## config.mk

```make
export PLATFORM = sky130hd
export DESIGN_NAME = alu_rs
export DESIGN_NICKNAME = d
export VERILOG_FILES = /design/src/rtl/alu_rs.sv
export SDC_FILE = /design/constraint.sdc
export NUM_CORES = 1
export LEC_CHECK = 0
export ABC_AREA = 1
export BUFFER_PORTS_ARGS = -buffer_cell sky130_fd_sc_hd__buf_4
export CORE_ASPECT_RATIO = 1.4
export CORE_UTILIZATION = 55
export DETAILED_ROUTE_END_ITERATION = 8
export PLACE_DENSITY = 0.84
export RECOVER_POWER = 25
export REMOVE_ABC_BUFFERS = 1
export SYNTH_ARGS = -nofsm -noshare
export SYNTH_HDL_FRONTEND = slang
export SYNTH_SLANG_ARGS = --single-unit
```

## constraint.sdc

```tcl
create_clock -name clk_i -period 12.95 [get_ports clk_i]
set_input_delay 3.885 -clock clk_i [delete_from_list [all_inputs] [get_ports clk_i]]
set_output_delay 3.885 -clock clk_i [all_outputs]
set_load 0.005 [all_outputs]
```

## src/rtl/alu_rs.sv

```systemverilog
// ALU reservation station: buffers dispatched ops until both operands are ready,
// snoops the writeback bus for wakeup and issues one ready entry per cycle.
`ifndef ALU_OP_WIDTH
`define ALU_OP_WIDTH 4
`endif
`ifndef DATA_LEN
`define DATA_LEN 32
`endif
`ifndef RRF_SEL
`define RRF_SEL 6
`endif

module alu_rs #(
    parameter int ENTRY_NUM = 4,
    parameter int ENTRY_SEL = 2
) (
    input  logic                     clk_i,
    input  logic                     reset_i,
    input  logic                     kill_i,
    input  logic                     dispatch_i,
    output logic                     dispatch_ready_o,
    input  logic [`ALU_OP_WIDTH-1:0] alu_op_i,
    input  logic [`DATA_LEN-1:0]     src1_i,
    input  logic                     src1_valid_i,
    input  logic [`RRF_SEL-1:0]      src1_tag_i,
    input  logic [`DATA_LEN-1:0]     src2_i,
    input  logic                     src2_valid_i,
    input  logic [`RRF_SEL-1:0]      src2_tag_i,
    input  logic [`RRF_SEL-1:0]      rrf_tag_i,
    input  logic                     if_write_rrf_i,
    input  logic [`DATA_LEN-1:0]     wb_result_i,
    input  logic [`RRF_SEL-1:0]      wb_tag_i,
    input  logic                     wb_we_i,
    output logic                     issue_o,
    output logic [`ALU_OP_WIDTH-1:0] alu_op_o,
    output logic [`DATA_LEN-1:0]     src1_o,
    output logic [`DATA_LEN-1:0]     src2_o,
    output logic [`RRF_SEL-1:0]      rrf_tag_o,
    output logic                     if_write_rrf_o,
    output logic [ENTRY_SEL:0]       count_o
);

    typedef struct packed {
        logic [`DATA_LEN-1:0] value;
        logic                 ready;
        logic [`RRF_SEL-1:0]  tag;
    } src_t;

    typedef struct packed {
        logic [`ALU_OP_WIDTH-1:0] op;
        logic [`RRF_SEL-1:0]      rrf_tag;
        logic                     if_write_rrf;
        src_t                     s1;
        src_t                     s2;
    } entry_t;

    logic [ENTRY_NUM-1:0] valid_q;
    entry_t               ent_q [ENTRY_NUM];
    logic [ENTRY_SEL:0]   count_q;

    logic                 free_found, sel_found, accept;
    logic [ENTRY_SEL-1:0] free_idx, sel_idx;
    entry_t               new_entry;

    // A source missing at dispatch can still be filled by a same-cycle broadcast.
    function automatic src_t capture(input logic [`DATA_LEN-1:0] value,
                                     input logic valid, input logic [`RRF_SEL-1:0] tag);
        src_t s;
        s.tag   = tag;
        s.value = value;
        s.ready = valid;
        if (!valid && wb_we_i && (wb_tag_i == tag)) begin
            s.value = wb_result_i;
            s.ready = 1'b1;
        end
        return s;
    endfunction

    // NOTE: every always_comb output gets a default first so no latch is inferred.
    always_comb begin
        free_found = 1'b0;
        free_idx   = '0;
        sel_found  = 1'b0;
        sel_idx    = '0;
        for (int i = 0; i < ENTRY_NUM; i++) begin
            if (!free_found && !valid_q[i]) begin
                free_found = 1'b1;
                free_idx   = ENTRY_SEL'(i);
            end
            if (!sel_found && valid_q[i] && ent_q[i].s1.ready && ent_q[i].s2.ready) begin
                sel_found = 1'b1;
                sel_idx   = ENTRY_SEL'(i);
            end
        end
    end

    assign dispatch_ready_o = (count_q != (ENTRY_SEL+1)'(ENTRY_NUM));
    assign accept           = dispatch_i && dispatch_ready_o && free_found;
    assign count_o          = count_q;

    always_comb begin
        new_entry.op           = alu_op_i;
        new_entry.rrf_tag      = rrf_tag_i;
        new_entry.if_write_rrf = if_write_rrf_i;
        new_entry.s1           = capture(src1_i, src1_valid_i, src1_tag_i);
        new_entry.s2           = capture(src2_i, src2_valid_i, src2_tag_i);
    end

    // NOTE: sequential state uses non-blocking assignments so all registers update together.
    always_ff @(posedge clk_i) begin
        if (!reset_i) begin
            valid_q        <= '0;
            count_q        <= '0;
            issue_o        <= 1'b0;
            alu_op_o       <= '0;
            src1_o         <= '0;
            src2_o         <= '0;
            rrf_tag_o      <= '0;
            if_write_rrf_o <= 1'b0;
        end else if (kill_i) begin
            valid_q <= '0;
            count_q <= '0;
            issue_o <= 1'b0;
        end else begin
            issue_o <= sel_found;
            if (sel_found) begin
                alu_op_o          <= ent_q[sel_idx].op;
                src1_o            <= ent_q[sel_idx].s1.value;
                src2_o            <= ent_q[sel_idx].s2.value;
                rrf_tag_o         <= ent_q[sel_idx].rrf_tag;
                if_write_rrf_o    <= ent_q[sel_idx].if_write_rrf;
                valid_q[sel_idx]  <= 1'b0;
            end
            if (accept) valid_q[free_idx] <= 1'b1;
            count_q <= count_q + (ENTRY_SEL+1)'(accept) - (ENTRY_SEL+1)'(sel_found);
        end
    end

    // NOTE: entry payload is not reset; valid_q alone decides whether an entry is live.
    always_ff @(posedge clk_i) begin
        for (int i = 0; i < ENTRY_NUM; i++) begin
            if (valid_q[i] && wb_we_i) begin
                if (!ent_q[i].s1.ready && ent_q[i].s1.tag == wb_tag_i) begin
                    ent_q[i].s1.value <= wb_result_i;
                    ent_q[i].s1.ready <= 1'b1;
                end
                if (!ent_q[i].s2.ready && ent_q[i].s2.tag == wb_tag_i) begin
                    ent_q[i].s2.value <= wb_result_i;
                    ent_q[i].s2.ready <= 1'b1;
                end
            end
        end
        if (accept) ent_q[free_idx] <= new_entry;
    end

endmodule

```

==> results.cfg, run 1 <==
[status]
status = finished, violations left
violations = max-capacitance violations, max-slew violations

[job]
maxCapViolCount = 1

[route]
vias = 18726
drc_errors = 0
first_pass_iters = 6
viasPerCell = 6.271
totalWireLength_um = 65790
drtIter0Drc = 2549
drt-wirelength-per-cell_um = 22.03
ant_nets = 0

[grt]
first_global_vias = 18533
grt_max_degree = 91
grtUsageTotal = 0.3290
grt_pass1_wl_um = 97370
grt_overflow = 0
grt_antenna_before_repair = 1

[synthesis]
yosys.area_share.simple = 0.3173
synth_most_common_cell = nand2_1
synth_top_area_cell = edfxtp_1
synth_top_family_by_area = simple AND/OR/NAND/NOR gates
ys_seq_area_frac = 0.5846
synthesis.area_um2 = 21110
yosys.area.top_type_share = 0.5050
synth_ff_type = edfxtp_1
synth_compound_area_frac = 0.03408
synth_mux_area_frac = 0
synth_xor_area_frac = 0.01162
yosysUniqueCellTypes = 39
synth_warnings = 0
yosys.area_share.adder = 0.002134
synth-seq-cells = 439
syn_area_per_cell_um2 = 8.960
postSynth.asyncResetShare = 0
ys_top_cells_by_count = 817 x nand2_1, 355 x edfxtp_1, 355 x nand3_1, 175 x nor2_1, 87 x a21oi_1
syn_inst = 2356
netlist_top_cells_area = edfxtp_1 50%, nand2_1 15%, nand3_1 8.4%, dfxtp_1 8.0%, nor2_1 3.1%
synth_edf_count = 355

[worst_setup_path]
crit_fanout = 76
setup.worst_path.start_class = input pin
cp-end-kind = register
reg2reg_slack_ps = 8570
crit_type = input pin to register
required_ps = 13420
arrival_ps = 8700

[pwr]
vdd_drop_max_v = 0.0001849
p_leak_nw = 9.659
p_per_area_nw_per_um2 = 133.1

[clocking]
insertion_delay_ps = 560
cts_max_level = 2
clockBufferDepth = 3
cts_root_buf = clkbuf_16
cts_hold_buf = 0
postCtsSetupRepairBufs = 0
numCtsBuffers = 42
cts.sinks = 439
cts_tree = done
clk_pin_slew_ps = 60
cts.repair.resized = 0

[sta]
setup_viol = 0
maxSlewViolCount = 77
tns_ps = 0
worst_pin_slew_ps = 3578
period_share = 0.6353
period_needed_ps = 8228
rsz0062_at_grt = no
fmax_ghz = 0.1215
skew_ps = 16.24
slew_headroom = -1.385
hold_violations = 0

[floorplanning]
core_um2 = 37730
initial_utilization = 0.5595
die_area_um2 = 39180
rows = 84
die_w_um = 167.6
io_pins = 212
die_h_um = 233.8

[layout]
area_growth_syn_to_layout_pct = 14.69
drive_above_1_share = 0.1373
nets = 2615
final_cells = 2986
diodes = 0

[min_path]
hold_class = register to register

[placement]
io_buffers = 211
gp_congestion = 0.9114
post-place-cells = 2909
post-dp-hpwl_um = 36160
[worst paths after layout]
| check | cells after the start | startpoint | to |
|---|---|---|---|
| worst min register to register | 2 | rrf_tag_o[5]$_SDFFE_PN0P_ | rrf_tag_o[5]$_SDFFE_PN0P_ |
| worst max register to register | 7 | count_o[1]$_SDFF_PP0_ | ent_q[1][25]$_DFFE_PP_ |
| worst max-delay path | 6 | reset_i | src1_o[20]$_SDFFE_PN0P_ |
| worst min-delay path | 2 | rrf_tag_o[5]$_SDFFE_PN0P_ | rrf_tag_o[5]$_SDFFE_PN0P_ |
[report_power, final]
group / total, mW / switching, mW / internal, mW
combinational: 0.250 / 0.165 / 0.0847
sequential: 1.59 / 0.0226 / 1.57
clock: 1.38 / 0.541 / 0.839
total: 3.22 / 0.729 / 2.49
[per-layer routing]
layer,wire [um],vias to the layer above,global-route usage
li1,-,8269,-
met1,21120,8605,0.3761
met2,32050,1494,0.5547
met3,8151,356,0.06312
met4,4448,2,0.2403
met5,15,-,0
[critical path: stages]
cell and delay (ps):
clkbuf_1 2460, nand2_1 1020, nor2_4 270, buf_4 690
a21oi_1 100, a21oi_1 260
[layout make-up]
type	instances	area [um^2]
fillers	2868	13520
flip-flops and latches	439	12350
multi-input cells	1691	7805
repair buffers	232	1648
clock buffers	52	1120
well taps	473	591.8
clock inverters	25	419.2
inverters	74	281.5
[cells in the final DEF, fill, tap and decap left out, types with 30 or more instances in the layout]
cell type / n
dfxtp_1: 83
edfxtp_1: 355
nand2_1: 814
inv_1: 62
nand4_1: 79
a21oi_1: 87
buf_4: 128
nand3_1: 356
nor2_1: 174
nand3b_1: 36
o21ai_1: 30
clkbuf_4: 79
clkbuf_16: 43
clkbuf_1: 33
[flip-flops by register name (all words and copies together) (netlist names)]
register / flops
issue_o: 1
alu_op_o: 4
src2_o: 32
count_o: 3
src1_o: 32
rrf_tag_o: 6
if_write_rrf_o: 1
valid_q: 4
ent_q: 356
[kinds of logic after synthesis]
logic type | Yosys count
XOR/XNOR | 28
buffers and inverters | 226
flip-flops | 439
adder cells (fa/ha/maj) | 3
AO/OA/AOI/OAI | 138
AND/OR/NAND/NOR | 1522
[metrics by stage]
step	cell area, um^2	hold WS (ps)	worst slack (ps)	utilization	power (mW)
finish	24210	498.5	4722	0.6417	3.222
global route	24210	527.5	4195	0.6417	3.288
CTS	24310	507.9	6152	0.6443	3.214
detailed placement	22770	493.4	5613	0.6035	1.866
global placement	22770	486.5	5692	0.6035	1.854
floorplan	20330	493.4	3070	-	1.743
(Power assumes the default switching activity.)
==> run 2, diff against run 1 <==
clock period = 7.8 ns   (was 12.95 ns; I/O delays follow)
==> run 2 against run 1 <==
The run still ends with max-capacitance violations, max-slew violations left; clock power up 48%; cell count about the same; critical path depth up 1; non-clock buffer count up 3; register-to-register slack worse by 5800 ps; global-route usage up 0.44 points; die area unchanged; worst hold slack better by 2.5 ps; setup slack worse by 2500 ps; via count down 0.11%; combinational power up 66%; critical endpoint is now ent_q[1][7]$_DFFE_PP_; highest routed layer unchanged.
==> results.cfg, run 2 (synthesis gave the netlist of run 1 again) <==
[layout]
area_growth_syn_to_layout_pct = 13.63
mostFrequentLayoutCells = 815 x nand2_1, 356 x nand3_1, 355 x edfxtp_1
drive_above_1_share = 0.1322
top_register = ent_q
largest_reg_flops = 356
layout_commonest_cell = nand2_1
final_cell_area_um2 = 23990
nets = 2616
largestRegisters = ent_q: 356 flops, src1_o: 32 flops, src2_o: 32 flops
utilization = 0.6358
diodes = 0

[floorplanning]
rows = 84
core_um2 = 37730
io_pins = 212
initial_utilization = 0.5595
die_w_um = 167.6
die_area_um2 = 39180
die_h_um = 233.8

[sta]
period_needed_ps = 5608
rsz0062_at_grt = no
maxSlewViolCount = 224
setup_slack_ps = 2192
fmax_ghz = 0.1783
tns_ps = 0
whs_ps = 501.0
hold_violations = 0
setup_viol = 0
slew_headroom = -1.102
period_share = 0.7190
worst_pin_slew_ps = 3146
skew_ps = 29.24

[status]
status = finished, violations left
violations = max-capacitance violations, max-slew violations

[placement]
gp_congestion = 0.9050
io_buffers = 211
dp_slack_ps = 2487
post-dp-hpwl_um = 36350
dpl-instance-area_um2 = 22790

[clocking]
cts_hold_buf = 0
postCtsSetupRepairBufs = 0
clk_pin_slew_ps = 60
cts_max_level = 2
cts_tree = done
numCtsBuffers = 40
insertion_delay_ps = 570
cts.repair.resized = 0
cts.sinks = 439
cts_root_buf = clkbuf_16
clockBufferDepth = 3

[worst_setup_path]
setup.worst_path.start_class = input pin
arrival_ps = 6020
r2r-end = src2_o[20]$_SDFFE_PN0P_
r2r-start = ent_q[0][6]$_SDFFCE_PN1P_
cp-end-kind = register
reg2reg_depth = 9
crit_type = input pin to register
crit_fanout = 47
reg2reg_slack_ps = 2760
required_ps = 8210
critPathSlowestCell = clkbuf_1
path_cells = clkbuf_1 > nand3_1 > nor3_1 > clkbuf_1 > buf_4 > nand3_1 > nand2_1
slowest_delay_ps = 1920

[grt]
grt_overflow = 0
first_global_vias = 18618
grtUsageTotal = 0.3334
grt_pass1_wl_um = 99170
grt_max_degree = 78
grt_antenna_before_repair = 2

[route]
wl_met2_um = 32050
drtIter0Drc = 2570
wirelength_met1_um = 21060
met3_length_um = 8715
ant_nets = 0
viasPerCell = 6.267
first_pass_iters = 7
vias = 18706
drc_errors = 0
drt-wirelength-per-cell_um = 21.98
totalWireLength_um = 65610
top_layer = met5

[min_path]
hp-start = rrf_tag_o[3]$_SDFFE_PN0P_
hold_path_depth = 2
hold_class = register to register
holdPathEnd = rrf_tag_o[3]$_SDFFE_PN0P_

[pwr]
p_leak_nw = 9.559
p_per_area_nw_per_um2 = 212.7
vdd_drop_max_v = 0.0002765

[job]
maxCapViolCount = 5
run 2: changes by cell type in the layout (fill, tap and decap cells not counted), sizes merged:
cell      previous run  this run
inv                 75        76
clkinv              12        11
clkbuf             156       161
buf                128       129
bufinv              11         5
clkinvlp             1         0
run 2: layout make-up:
cell class | count | area [um^2]
repair buffers | 235 | 1652
well taps | 473 | 591.8
clock buffers | 55 | 1109
flip-flops and latches | 439 | 12350
inverters | 74 | 281.5
multi-input cells | 1691 | 7786
clock inverters | 18 | 222.7
fillers | 2915 | 13740
run 2: layer usage:
metal	vias up	global-route usage
li1	8265	-
met1	8641	0.3802
met2	1495	0.5673
met3	301	0.08000
met4	4	0.2073
met5	-	0
run 2: power breakdown:
| group | internal, mW | switching [mW] |
|---|---|---|
| combinational | 0.141 | 0.275 |
| clock | 1.17 | 0.878 |
| sequential | 2.61 | 0.0369 |
run 2: worst max path at each step:
stage / start / endpoint / slack, ps / depth (start not counted)
2_1_floorplan: dispatch_i / ent_q[3][10]$_DFFE_PP_ / -540 / 4
3_3_place_gp: reset_i / src1_o[2]$_SDFFE_PN0P_ / 2660 / 6
3_5_place_dp: reset_i / src1_o[8]$_SDFFE_PN0P_ / 2490 / 6
4_1_cts: reset_i / src1_o[8]$_SDFFE_PN0P_ / 2990 / 6
5_1_grt: dispatch_i / ent_q[1][33]$_DFFE_PP_ / 2130 / 7
6_report: dispatch_i / ent_q[1][7]$_DFFE_PP_ / 2190 / 7
run 2: worst max-delay path, delay by kind of cell:
family	cells	cell delay, ps
and+or+nand+nor	4	740
buffers and inverters	3	2890
run 2: through the flow:
stage	cells	total power, mW
final	2985	5.103
after floorplan	2204	2.895
after global placement	2912	3.080
after global routing	2985	5.226
after CTS	2985	5.087
after detailed placement	2912	3.101
